$ cat config.mk
export PLATFORM = sky130hd
export DESIGN_NAME = fft_bin_streamer
export DESIGN_NICKNAME = d
export VERILOG_FILES = /design/src/rtl/fft_bin_streamer.sv
export SDC_FILE = /design/constraint.sdc
export NUM_CORES = 2
export LEC_CHECK = 0
export BUFFER_PORTS_ARGS = -buffer_cell sky130_fd_sc_hd__clkbuf_2
export CORE_AREA = 2 2 428 430
export CTS_BUF_LIST = sky130_fd_sc_hd__clkbuf_16
export DETAILED_ROUTE_END_ITERATION = 16
export DIE_AREA = 0 0 430 432
export GPL_TIMING_DRIVEN = 0
export PLACE_DENSITY = 0.54
export SYNTH_ARGS = -nofsm -noshare
export SYNTH_HDL_FRONTEND = slang
export SYNTH_SLANG_ARGS = --single-unit
export TNS_END_PERCENT = 20
$ cat constraint.sdc
create_clock -name clk -period 82 [get_ports clk]
set_input_delay 12.3 -clock clk [delete_from_list [all_inputs] [get_ports clk]]
set_output_delay 12.3 -clock clk [all_outputs]
set_load 0.02 [all_outputs]
$ cat src/rtl/fft_bin_streamer.sv
// Captures one FFT spectrum frame from flat real/imag buses and streams its bins in natural order over valid/ready.
// Optional `FFT_STREAM_MAG_EN adds a registered alpha-max-plus-beta-min magnitude estimate (out_mag).
module fft_bin_streamer #(
    parameter int buffer_size = 16,
    parameter int sample_size = 32,
    localparam int IW = $clog2(buffer_size)
) (
    input  logic                               clk,
    input  logic                               reset,
    input  logic [buffer_size*sample_size-1:0] frame_real,
    input  logic [buffer_size*sample_size-1:0] frame_imag,
    input  logic                               frame_valid,
    output logic                               frame_ready,
    output logic [sample_size-1:0]             out_real,
    output logic [sample_size-1:0]             out_imag,
    output logic [IW-1:0]                      out_index,
    output logic                               out_last,
    output logic                               out_valid,
    input  logic                               out_ready
`ifdef FFT_STREAM_MAG_EN
    ,
    output logic [sample_size:0]               out_mag
`endif
);

    typedef enum logic {
        ST_IDLE,
        ST_STREAM
    } state_t;

    localparam logic [IW-1:0] LAST_IDX = IW'(buffer_size - 1);

    state_t                 state_q;
    logic [IW-1:0]          ptr_q;
    logic [sample_size-1:0] cap_real_q [buffer_size];
    logic [sample_size-1:0] cap_imag_q [buffer_size];
    logic [sample_size-1:0] in_real_w  [buffer_size];
    logic [sample_size-1:0] in_imag_w  [buffer_size];

    logic [sample_size-1:0] real_q, imag_q;
    logic [IW-1:0]          index_q;
    logic                   last_q, valid_q;

    logic                   handshake, at_last, capture, advance, load;
    logic [IW-1:0]          ptr_inc, index_d;
    logic [sample_size-1:0] real_d, imag_d;

    generate
        for (genvar gi = 0; gi < buffer_size; gi++) begin : g_unpack
            assign in_real_w[gi] = frame_real[gi*sample_size +: sample_size];
            assign in_imag_w[gi] = frame_imag[gi*sample_size +: sample_size];
        end
    endgenerate

    // The next beat is loaded straight from the input buses on a capture, so bin 0 costs no extra cycle.
    always_comb begin
        handshake   = (state_q == ST_STREAM) && out_ready;
        at_last     = (ptr_q == LAST_IDX);
        frame_ready = !reset && ((state_q == ST_IDLE) || (handshake && last_q));
        capture     = frame_ready && frame_valid;
        advance     = handshake && !at_last;
        load        = capture || advance;
        ptr_inc     = ptr_q + 1'b1;
        index_d     = capture ? '0 : ptr_inc;
        real_d      = capture ? in_real_w[0] : cap_real_q[ptr_inc];
        imag_d      = capture ? in_imag_w[0] : cap_imag_q[ptr_inc];
    end

`ifdef FFT_STREAM_MAG_EN
    function automatic logic [sample_size:0] abs_ext(input logic [sample_size-1:0] x);
        logic [sample_size:0] e;
        e = {x[sample_size-1], x};
        return e[sample_size] ? (~e + 1'b1) : e;
    endfunction

    logic [sample_size:0]   abs_re, abs_im, mag_max, mag_min, mag_d, mag_q;
    logic [sample_size+1:0] mag_sum;

    always_comb begin
        abs_re  = abs_ext(real_d);
        abs_im  = abs_ext(imag_d);
        mag_max = (abs_re >= abs_im) ? abs_re : abs_im;
        mag_min = (abs_re >= abs_im) ? abs_im : abs_re;
        mag_sum = {1'b0, mag_max} + {2'b00, mag_min[sample_size:1]};
        mag_d   = mag_sum[sample_size+1] ? '1 : mag_sum[sample_size:0];
    end

    always_ff @(posedge clk or posedge reset) begin
        if (reset) begin
            mag_q <= '0;
        end else if (load) begin
            mag_q <= mag_d;
        end
    end

    assign out_mag = mag_q;
`endif

    always_ff @(posedge clk or posedge reset) begin
        if (reset) begin
            state_q    <= ST_IDLE;
            ptr_q      <= '0;
            valid_q    <= 1'b0;
            last_q     <= 1'b0;
            index_q    <= '0;
            real_q     <= '0;
            imag_q     <= '0;
            cap_real_q <= '{default: '0};
            cap_imag_q <= '{default: '0};
        end else begin
            if (capture) begin
                cap_real_q <= in_real_w;
                cap_imag_q <= in_imag_w;
            end
            case (state_q)
                ST_IDLE: begin
                    if (capture) begin
                        state_q <= ST_STREAM;
                    end
                end
                ST_STREAM: begin
                    // A final handshake with no waiting frame is the only way back to idle.
                    if (handshake && !load) begin
                        state_q <= ST_IDLE;
                    end
                end
                default: state_q <= ST_IDLE;
            endcase
            if (load) begin
                ptr_q   <= index_d;
                valid_q <= 1'b1;
                last_q  <= (index_d == LAST_IDX);
                index_q <= index_d;
                real_q  <= real_d;
                imag_q  <= imag_d;
            end else if (handshake) begin
                valid_q <= 1'b0;
                last_q  <= 1'b0;
            end
        end
    end

    assign out_real  = real_q;
    assign out_imag  = imag_q;
    assign out_index = index_q;
    assign out_last  = last_q;
    assign out_valid = valid_q;

endmodule

==> results.md <==
* Post-synthesis sequential element count at 1,095
* Vias/cell at 4.846
* Fin nets at between 7k and 8k
* RePlAce Congestion at 0.9208
* Worst-path clk slew at approximately 0.060 ns
* Root Buffer: clkbuf_16
* Setup TNS at 0 ns
* Drt drc at 0
* Static Leak at 33.30 nW
* Peak VDD IR at 21.88 uV
* Netlist cell types at 26
* DR pass1 iterations at 5
* Pwr/cell area at 43.09 nW/um2
* Cell Rows at 157
* Worst slew margin at 0.02510
* Register area share after synthesis at 0.5549
* Largest net degree at the start of global routing at 123
* Measured slew at the worst slew-check pin at 1.462 ns
* Initial Util at 0.2718
* PortBufs at 1,098
* Hpwl dp at 191.7 mm
* Final wirelength at 243.0 mm
* WHS at 0.4676 ns
* Post-cts resize count at 0
* Mapped Nets at 6,212
* Routed Antenna Nets at 0
* CTS tree: built
* Global route total overflow at 0
* Critical path peak fanout at 4
* Worst Path Required at 69.70 ns
* Vias post-DR at 43.36k
* Horiz. Die Dim at approximately 430 um
* WS Path Type: input port to primary output
* Core area at approximately 180,000 um2
* Syn Inst Count at between 5k and 6k
* Layout area overhead at 26.22%
* Synth warnings at 0
* Ports at between 1k and 1.5k
* Final WS setup at 56.78 ns
* Fillers at between 15k and 20k
* Iter 0 DRT Violations at between 3k and 4k
* Mapped cell area at 49,380 um2
* Status: finished, final reports clean
* Initial antenna violation count at 50
* Post-synth EDFFs at 0
* Die footprint at 185,800 um2
* Total GRT Usage at 0.2578
* Final Util at 0.3430
* Synth Area per Inst at roughly 9.5 um2
* Layout Skew at between 0.03 and 0.04 ns
* Die height at 432 um
* Worst-Skew Late Latency at approximately 0.82 ns
* Post-synth top flop: dfrtp_1
* Setup violators final at 0
* Hold crit path type: flop to flop
* Min-Delay Startpoint: cap_real_q[408]$_DFFE_PP0P_
* Unrepaired setup endpoints after global routing: false
* TritonCTS Sinks at 1,095
* Max-slew violations at 0
* # H-tree levels at 4
* Commonest cells after routing, fill and taps aside: nand2_1 (3,081), clkbuf_2 (1,100), dfrtp_1 (1,095), mux4_2 (256), clkbuf_1 (156)
* Cts bufs inserted at 131
* CP arrival at 12.92 ns
* Commonest non-fill, non-tap cell in the layout: nand2_1
* CP startpoint kind: input port
* Final period util at 0.3076
* Hold-fix buffers at CTS at 0
* Crit path from: out_ready
* Max Freq at 0.03965 GHz
* Vias in the first global route at between 40k and 50k
* Post CTS Setup Buffer Count at 0
* Period minus WS final at 25.22 ns
* Max Cap Violations at 0
* Final hold vios at 0
* Routed length per instance at ~27 um
* Crit. End Element: primary output
* Async S/R FF share, synth at 1.000
* Share of post-route cells with drive strength above 1 at 0.2643
* RR Startpoint: out_index[0]$_DFFE_PP0P_
* First-pass GRT wire length at 336.4 mm
* DP Worst Slack at 56.81 ns
* Clk buf depth at 3
per-layer routing:
| layer | up-vias | global-route usage | part of all wire |
|---|---|---|---|
| li1 | 19229 | - | - |
| met1 | 21994 | 0.3013 | 0.38 |
| met2 | 1737 | 0.4563 | 0.52 |
| met3 | 392 | 0.03956 | 0.051 |
| met4 | 10 | 0.1336 | 0.053 |
| met5 | - | 0 | 0.00026 |
worst paths after layout:
check	to	slack [ns]	cells past startpoint
max	frame_ready	56.78	4
min	cap_real_q[408]$_DFFE_PP0P_	0.47	2
max reg2reg	out_imag[0]$_DFFE_PP0P_	77.84	8
min reg2reg	cap_real_q[408]$_DFFE_PP0P_	0.47	2
max in group asynchronous	cap_imag_q[114]$_DFFE_PP0P_	67.96	6
min in group asynchronous	cap_imag_q[0]$_DFFE_PP0P_	11.60	2
logic make-up after synthesis:
group | share of synthesized area
buffers and inverters | 0.03233
and+or+nand+nor | 0.2434
DFF | 0.5549
adders and majority gates | 0.0002533
muxes | 0.1428
AOI/OAI and AO/OA | 0.02541
xor gates and xnor gates | 0.0008870
layout make-up:
cell class | count | area [um2] | share of cell area
Sequential cell | 1095 | 27400 | 0.4396
Buffer | 340 | 1588 | 0.02548
Tap cell | 2385 | 2984 | 0.04788
Clock buffer | 132 | 3303 | 0.05300
Inverter | 3 | 18.77 | 0.0003011
Clock inverter | 98 | 721.9 | 0.01158
Antenna cell | 40 | 100.1 | 0.001606
Timing Repair Buffer | 1110 | 5826 | 0.09347
Multi-Input combinational cell | 3745 | 20380 | 0.3270
cells in the mapped netlist, drive strengths merged (3+ instances only):
cell       n  area (um2)
o22a      62       543.0
nor2       7       26.28
a21oi     65       325.3
o21ai     67       335.3
or3       62       387.9
dfrtp   1095       27400
xnor2      3       26.28
nand3      4       20.02
inv        3       11.26
mux2       4       45.04
clkbuf   158       593.1
mux4     256        5766
nand2   3081       11560
mux2i    124        1241
buf      182       992.2
state kept, by name, indices dropped and copies added (netlist names):
name,count
cap_imag_q,512
cap_real_q,512
out_imag,32
out_index,4
out_last,1
out_real,32
out_valid,1
state_q,1
where the power goes:
part / switching, mW / internal [mW]
combinational: 0.717 / 0.474
clock: 0.257 / 0.301
sequential: 0.143 / 0.793
worst max-delay path, stage by stage:
cell	delay, ns
clkbuf_2	0.12
nand2_1	0.11
a21oi_1	0.16
clkbuf_2	0.24
per-stage QoR:
step | total power [mW] | cell area, um2 | instances
floorplan | 1.636 | 49380 | 5183
global placement | 2.139 | 57860 | 8666
detailed placement | 2.157 | 58200 | 8678
CTS | 2.724 | 62220 | 8908
global route | 2.836 | 62310 | 8940
finish | 2.685 | 62330 | 8948
(Power assumes the default switching activity.)
